--- src/rtl/scope_cmd_parser.sv ---
// ---------------------------------------------------------------------------
// scope_cmd_parser
//
// Turns the byte stream from the UART receiver into scope control: arm/stop
// strobes, a trigger configuration (edge, 40-bit value, 40-bit mask) and
// status replies on the UART transmit byte interface.
//
// Ports
//    clk          in   system clock
//    rst_n        in   asynchronous active-low reset
//    rx_data      in   received byte, valid with rx_valid
//    rx_valid     in   one-cycle strobe per received byte
//    tx_data      out  reply byte, stable while tx_valid is high
//    tx_valid     out  reply byte valid, held until tx_ready
//    tx_ready     in   transmitter accepts byte when tx_valid & tx_ready
//    scope_armed  in   armed status from the capture unit
//    arm_pulse    out  one-cycle strobe: arm scope
//    stop_pulse   out  one-cycle strobe: disarm scope
//    trig_edge    out  1 = rising, 0 = falling
//    trig_value   out  trigger compare value
//    trig_mask    out  trigger compare mask (1 = bit participates)
//    cfg_valid    out  one-cycle strobe when trig_* change
//    err_pulse    out  one-cycle strobe: unknown opcode, timeout, dropped byte
//
// Optional feature macro: SCOPE_CMD_ECHO_EN
//    When defined, every completed A/S/R/F command is acknowledged by sending
//    its opcode byte back through the reply handshake.
// ---------------------------------------------------------------------------
module scope_cmd_parser #(
   parameter int TIMEOUT_CYCLES = 100000,
   parameter int TIMEOUT_W      = 17
) (
   input  logic        clk,
   input  logic        rst_n,
   input  logic [7:0]  rx_data,
   input  logic        rx_valid,
   output logic [7:0]  tx_data,
   output logic        tx_valid,
   input  logic        tx_ready,
   input  logic        scope_armed,
   output logic        arm_pulse,
   output logic        stop_pulse,
   output logic        trig_edge,
   output logic [39:0] trig_value,
   output logic [39:0] trig_mask,
   output logic        cfg_valid,
   output logic        err_pulse
);

   typedef enum logic [1:0] {
      IDLE,
      PAYLOAD,
      COMMIT,
      REPLY
   } state_t;

   localparam logic [TIMEOUT_W-1:0] TIMEOUT_LAST = TIMEOUT_W'(TIMEOUT_CYCLES - 1);

   state_t               state_q, state_d;
   logic                 edgeShadow_q, edgeShadow_d;
   logic [39:0]          valueShadow_q, valueShadow_d;
   logic [39:0]          maskShadow_q, maskShadow_d;
   logic [3:0]           byteCnt_q, byteCnt_d;
   logic [TIMEOUT_W-1:0] timeoutCnt_q, timeoutCnt_d;
   logic                 trigEdge_q, trigEdge_d;
   logic [39:0]          trigValue_q, trigValue_d;
   logic [39:0]          trigMask_q, trigMask_d;
   logic                 cfgLoaded_q, cfgLoaded_d;
   logic [7:0]           txData_q, txData_d;
   logic                 armPulse_q, armPulse_d;
   logic                 stopPulse_q, stopPulse_d;
   logic                 cfgValid_q, cfgValid_d;
   logic                 errPulse_q, errPulse_d;

   // Next-state and datapath decode. Payload bytes are shifted in from the
   // top so that after five bytes the first (least significant) byte sits in
   // bits [7:0]. On the tenth byte the live trigger registers are loaded in
   // one step from the shadows plus the incoming byte, so the new config and
   // cfg_valid both appear during the COMMIT cycle and never partially.
   always_comb begin
      state_d       = state_q;
      edgeShadow_d  = edgeShadow_q;
      valueShadow_d = valueShadow_q;
      maskShadow_d  = maskShadow_q;
      byteCnt_d     = byteCnt_q;
      timeoutCnt_d  = timeoutCnt_q;
      trigEdge_d    = trigEdge_q;
      trigValue_d   = trigValue_q;
      trigMask_d    = trigMask_q;
      cfgLoaded_d   = cfgLoaded_q;
      txData_d      = txData_q;
      armPulse_d    = 1'b0;
      stopPulse_d   = 1'b0;
      cfgValid_d    = 1'b0;
      errPulse_d    = 1'b0;

      case (state_q)
         IDLE: begin
            if (rx_valid) begin
               case (rx_data)
                  8'h41: begin
                     armPulse_d = 1'b1;
`ifdef SCOPE_CMD_ECHO_EN
                     txData_d   = rx_data;
                     state_d    = REPLY;
`endif
                  end
                  8'h53: begin
                     stopPulse_d = 1'b1;
`ifdef SCOPE_CMD_ECHO_EN
                     txData_d    = rx_data;
                     state_d     = REPLY;
`endif
                  end
                  8'h52, 8'h46: begin
                     edgeShadow_d = (rx_data == 8'h52);
                     byteCnt_d    = 4'd0;
                     timeoutCnt_d = '0;
                     txData_d     = rx_data;
                     state_d      = PAYLOAD;
                  end
                  8'h3F: begin
                     txData_d = {5'b0, trigEdge_q, scope_armed, cfgLoaded_q};
                     state_d  = REPLY;
                  end
                  default: begin
                     errPulse_d = 1'b1;
                  end
               endcase
            end
         end

         PAYLOAD: begin
            if (rx_valid) begin
               timeoutCnt_d = '0;
               byteCnt_d    = byteCnt_q + 4'd1;
               if (byteCnt_q < 4'd5) begin
                  valueShadow_d = {rx_data, valueShadow_q[39:8]};
               end else begin
                  maskShadow_d = {rx_data, maskShadow_q[39:8]};
               end
               if (byteCnt_q == 4'd9) begin
                  trigEdge_d  = edgeShadow_q;
                  trigValue_d = valueShadow_q;
                  trigMask_d  = {rx_data, maskShadow_q[39:8]};
                  cfgValid_d  = 1'b1;
                  cfgLoaded_d = 1'b1;
                  state_d     = COMMIT;
               end
            end else if (timeoutCnt_q == TIMEOUT_LAST) begin
               errPulse_d    = 1'b1;
               valueShadow_d = '0;
               maskShadow_d  = '0;
               state_d       = IDLE;
            end else begin
               timeoutCnt_d = timeoutCnt_q + 1'b1;
            end
         end

         COMMIT: begin
            errPulse_d = rx_valid;
`ifdef SCOPE_CMD_ECHO_EN
            state_d    = REPLY;
`else
            state_d    = IDLE;
`endif
         end

         REPLY: begin
            errPulse_d = rx_valid;
            if (tx_ready) begin
               state_d = IDLE;
            end
         end

         default: begin
            state_d = IDLE;
         end
      endcase
   end

   // State and datapath registers. Reset puts the trigger back to its
   // power-up config (rising edge, zero value and mask) and discards any
   // half-received payload.
   always_ff @(posedge clk or negedge rst_n) begin
      if (!rst_n) begin
         state_q       <= IDLE;
         edgeShadow_q  <= 1'b1;
         valueShadow_q <= '0;
         maskShadow_q  <= '0;
         byteCnt_q     <= 4'd0;
         timeoutCnt_q  <= '0;
         trigEdge_q    <= 1'b1;
         trigValue_q   <= '0;
         trigMask_q    <= '0;
         cfgLoaded_q   <= 1'b0;
         txData_q      <= 8'h00;
         armPulse_q    <= 1'b0;
         stopPulse_q   <= 1'b0;
         cfgValid_q    <= 1'b0;
         errPulse_q    <= 1'b0;
      end else begin
         state_q       <= state_d;
         edgeShadow_q  <= edgeShadow_d;
         valueShadow_q <= valueShadow_d;
         maskShadow_q  <= maskShadow_d;
         byteCnt_q     <= byteCnt_d;
         timeoutCnt_q  <= timeoutCnt_d;
         trigEdge_q    <= trigEdge_d;
         trigValue_q   <= trigValue_d;
         trigMask_q    <= trigMask_d;
         cfgLoaded_q   <= cfgLoaded_d;
         txData_q      <= txData_d;
         armPulse_q    <= armPulse_d;
         stopPulse_q   <= stopPulse_d;
         cfgValid_q    <= cfgValid_d;
         errPulse_q    <= errPulse_d;
      end
   end

   // Outputs come straight from registers, so strobes are glitch-free and
   // tx_data cannot move while tx_valid is waiting for tx_ready.
   assign tx_data    = txData_q;
   assign tx_valid   = (state_q == REPLY);
   assign arm_pulse  = armPulse_q;
   assign stop_pulse = stopPulse_q;
   assign trig_edge  = trigEdge_q;
   assign trig_value = trigValue_q;
   assign trig_mask  = trigMask_q;
   assign cfg_valid  = cfgValid_q;
   assign err_pulse  = errPulse_q;

endmodule

--- config.mk ---
export PLATFORM = sky130hd
export DESIGN_NAME = scope_cmd_parser
export DESIGN_NICKNAME = d
export VERILOG_FILES = /design/src/rtl/scope_cmd_parser.sv
export SDC_FILE = /design/constraint.sdc
export NUM_CORES = 1
export LEC_CHECK = 0
export CAP_MARGIN = 30
export CORE_MARGIN = 5
export CORE_UTILIZATION = 55
export DETAILED_ROUTE_END_ITERATION = 16
export PLACE_DENSITY = 0.8
export RECOVER_POWER = 25
export SYNTH_ARGS = -nofsm -noshare
export SYNTH_HDL_FRONTEND = slang
export SYNTH_SLANG_ARGS = --single-unit
--- constraint.sdc ---
create_clock -name clk -period 2.75 [get_ports clk]
set_input_delay 0.55 -clock clk [delete_from_list [all_inputs] [get_ports clk]]
set_output_delay 0.55 -clock clk [all_outputs]
set_load 0.005 [all_outputs]
==> summary.txt <==
Status
  – Status: finished, violations left
  – Violated checks: max-capacitance violations, max-slew violations

Routing
  – Total routed wirelength: 20000 µm
  – 1st-pass router iterations: 6
  – DRC: 0
  – Routed len/inst: 21.2 µm
  – Detail Route Antenna Nets: 0
  – Via Count: between 5000 and 6000
  – Vias per std cell: 6.28
  – Starting DRT DRC Count: 592

Clock tree
  – Sinks on the clock net: 190
  – Clock Latency Late Sink: between 0.4 and 0.5 ns
  – Number of H-tree levels: 4
  – Clock Path Buffers: 2
  – CTS tree: built
  – Post-CTS Hold Buffers: 0
  – Root buf cell: clkbuf_16
  – Post-CTS Resized: 0
  – Cts bufs inserted: 17
  – CTS clk-pin slew, worst paths: 0.07 ns
  – Postcts setup bufs: 0

Logic synthesis
  – Proportion of synthesized area in mux cells: 12.0%
  – Synth top area share: 58.1%
  – Complex-gate fraction of the synthesized area: between 15 and 20%
  – Yosys reg bits: 190
  – Avg Cell Area, Syn: between 10 and 15 µm²
  – Top FF cell, synth: dfrtp_1
  – Ys Warns: 0
  – Cells after synthesis: between 600 and 700
  – EDFF count, synth: 0
  – Mapped cell area: 8100 µm²
  – Synth area leaders: dfrtp_1, mux2_2, a22o_1
  – Synth Area in XOR/XNOR: 0.541%
  – Leading area contributor after synthesis: dfrtp_1
  – Post-synthesis cell type count: 58
  – Simple-gate share of the synthesized area: a little under a tenth
  – Post-Syn Nets: 659
  – Sequential area share after synthesis: 58.7%
  – Adder-cell area share of the yosys netlist: 0.618%
  – Main combinational cell family by area after synthesis: compound AO/OA/AOI/OAI gates
  – FFs w/ async S/R, synth: 100%

GRT
  – GR Util All Layers: 23.2%
  – Initial antenna violation count: 1
  – Grt ovf: 0
  – Largest net degree at the start of global routing: 75
  – First-pass GRT wire length: 32800 µm
  – Vias in the first global route: just under 6000

Run
  – Max-cap violation count: 1

Floorplan
  – Initial Util: 55.9%
  – Die X: 131 µm
  – I/O pins: around 110
  – Die H: 131 µm
  – Core area: 14500 µm²
  – # rows: 44
  – DIE AREA: 17300 µm²

Final layout
  – Nets: 762
  – # fillers: 984
  – Final Cell Area: ~10000 µm²
  – Layout area overhead: 23.6%
  – Share of cells above drive strength 1: 21.3%

Timing
  – Slew HR: -26.4%
  – Final Critical Period: 2.40 ns
  – Fin. Hold Viols: 0
  – Final Skew: around 0.0074 ns
  – Setup violators final: 0
  – Fmax: 417 MHz
  – RSZ-0062 raised after global routing: no
  – Worst-Margin Slew: 1.90 ns
  – Max-slew violation count: 74
  – Period utilisation layout: between 80% and 90%
  – Setup TNS: 0 ns

Critical path
  – CP Max Fanout: 41
  – Worst path slowest cell: or4_1
  – Critical Path RT: 3.07 ns
  – CP Data Arrival Time: between 2 and 3 ns
  – Crit Path Class: flip-flop to flip-flop
  – Kind of end point of the critical path: flip-flop
  – CP startpoint kind: flip-flop
  – Worst-path cell chain: or4b_4 -> or4_1 -> buf_12 -> a31oi_1 -> o21ba_2
  – CP peak stage delay: 0.65 ns

Power
  – PD cells: ~560 nW/µm²
  – Worst vdd ir: 476 µV
  – Pleak: 4.45 nW

Worst hold path
  – Worst Hold Class: flip-flop to flip-flop

Placed design
  – Placed Instance Area: about 9400 µm²
  – Gpl congestion: 0.889
  – HPWL Detailed: 13200 µm
  – Port bufs: roughly 110
==> synth_stat cells, types with 6 or more instances <==
cell and number:
o21ai_0 12, nor2b_1 7, buf_1 7, o211ai_1 41
dfrtp_1 188, nand3_1 15, clkbuf_1 32, nor3_1 6
nand4_1 6, inv_1 11, nor2_1 7, mux2_2 83
a21oi_1 6, a22o_1 37, a22oi_1 40, nand2_1 52
==> cell usage in the layout, fill, tap and decap left out, types with 4 or more instances in the layout <==
cell type and count:
a21o_1 5, a21oi_1 6, a22o_1 37, a22oi_1 40, and3_1 4, buf_4 23, clkbuf_16 17, clkdlybuf4s50_1 104
dfrtp_1 188, ha_1 4, inv_1 11, mux2_2 83, mux2i_1 4, nand2_1 52, nand3_1 15, nand4_1 6
nor2_1 6, nor2b_1 7, nor3_1 5, o211ai_1 41, o21ai_0 12, or4_1 5
==> final timing paths <==
| check | from | end | slack [ns] | cells after the start |
|---|---|---|---|---|
| min | cfgLoaded_q | cfgLoaded_q | 0.47 | 1 |
| min in group asynchronous | rst_n | maskShadow_q[14] | 0.64 | 1 |
| max | timeoutCnt_q[5] | timeoutCnt_q[8] | 0.35 | 5 |
| max reg2reg | timeoutCnt_q[5] | timeoutCnt_q[8] | 0.35 | 5 |
| min reg2reg | cfgLoaded_q | cfgLoaded_q | 0.47 | 1 |
| max in group asynchronous | rst_n | edgeShadow_q | 0.74 | 2 |
==> report_power, final <==
part | total, mW | switching, mW | internal [mW]
combinational | 0.268 | 0.160 | 0.108
clock | 2.51 | 1.08 | 1.42
sequential | 2.88 | 0.0432 | 2.83
total | 5.65 | 1.28 | 4.37
==> sequential cells by signal, indices dropped and copies added (netlist names), 2 cells and up <==
signal and count:
maskShadow_q 32, state_q 2, trig_value 40, timeoutCnt_q 17
tx_data 8, byteCnt_q 4, trig_mask 40, valueShadow_q 40
==> layer usage <==
| layer | vias up | routed length, µm | track usage, % |
|---|---|---|---|
| met1 | 3034 | 8850 | 33.6 |
| met3 | 29 | 1420 | 6.54 |
| met5 | - | 0 | 0 |
| met4 | 0 | 325 | 6.34 |
| li1 | 2608 | - | - |
| met2 | 243 | 9390 | 34.7 |
==> logic make-up (layout without fill, tap and decap cells) <==
kind of cell    count (synthesis)  count (layout)
xor+xnor                        5               5
other cells                     0               1
mux                            87              87
buf+inv                        60             175
flops                         190             190
fa+ha+maj                       4               4
compound gates                163             163
simple gates                  133             133
==> cell type report <==
cell class                      count  area, µm²  area share (%)
Clock inverter                     10        129            1.29
Tap cell                          184        230            2.30
Inverter                           11       41.3           0.413
Sequential cell                   190       4760            47.5
Timing Repair Buffer              133       1290            12.9
Clock buffer                       21        470            4.70
Multi-Input combinational cell    392       3090            30.9
Antenna cell                        1       2.50          0.0250
==> worst max-delay path, delay by kind of cell (launching register included) <==
kind,cells,cell delay [ns]
AND/OR/NAND/NOR,2,1.24
buffers and inverters,1,0.23
AO/OA/AOI/OAI,2,0.33
flip-flops,1,0.48
==> stage by stage <==
| step | util (%) | instances | total power, mW | hold slack (ns) | setup slack, ns |
|---|---|---|---|---|---|
| after CTS | 69.2 | 941 | 5.67 | 0.154 | 0.354 |
| final | 69.1 | 942 | 5.65 | 0.472 | 0.349 |
| after floorplan | - | 642 | 3.03 | 0.254 | 0.537 |
| after global placement | 65.0 | 910 | 3.18 | 0.453 | 0.0738 |
| after global routing | 69.1 | 942 | 5.82 | 0.509 | 0.260 |
| after detailed placement | 65.0 | 910 | 3.20 | 0.457 | 0.0554 |
(Power assumes the default switching activity.)
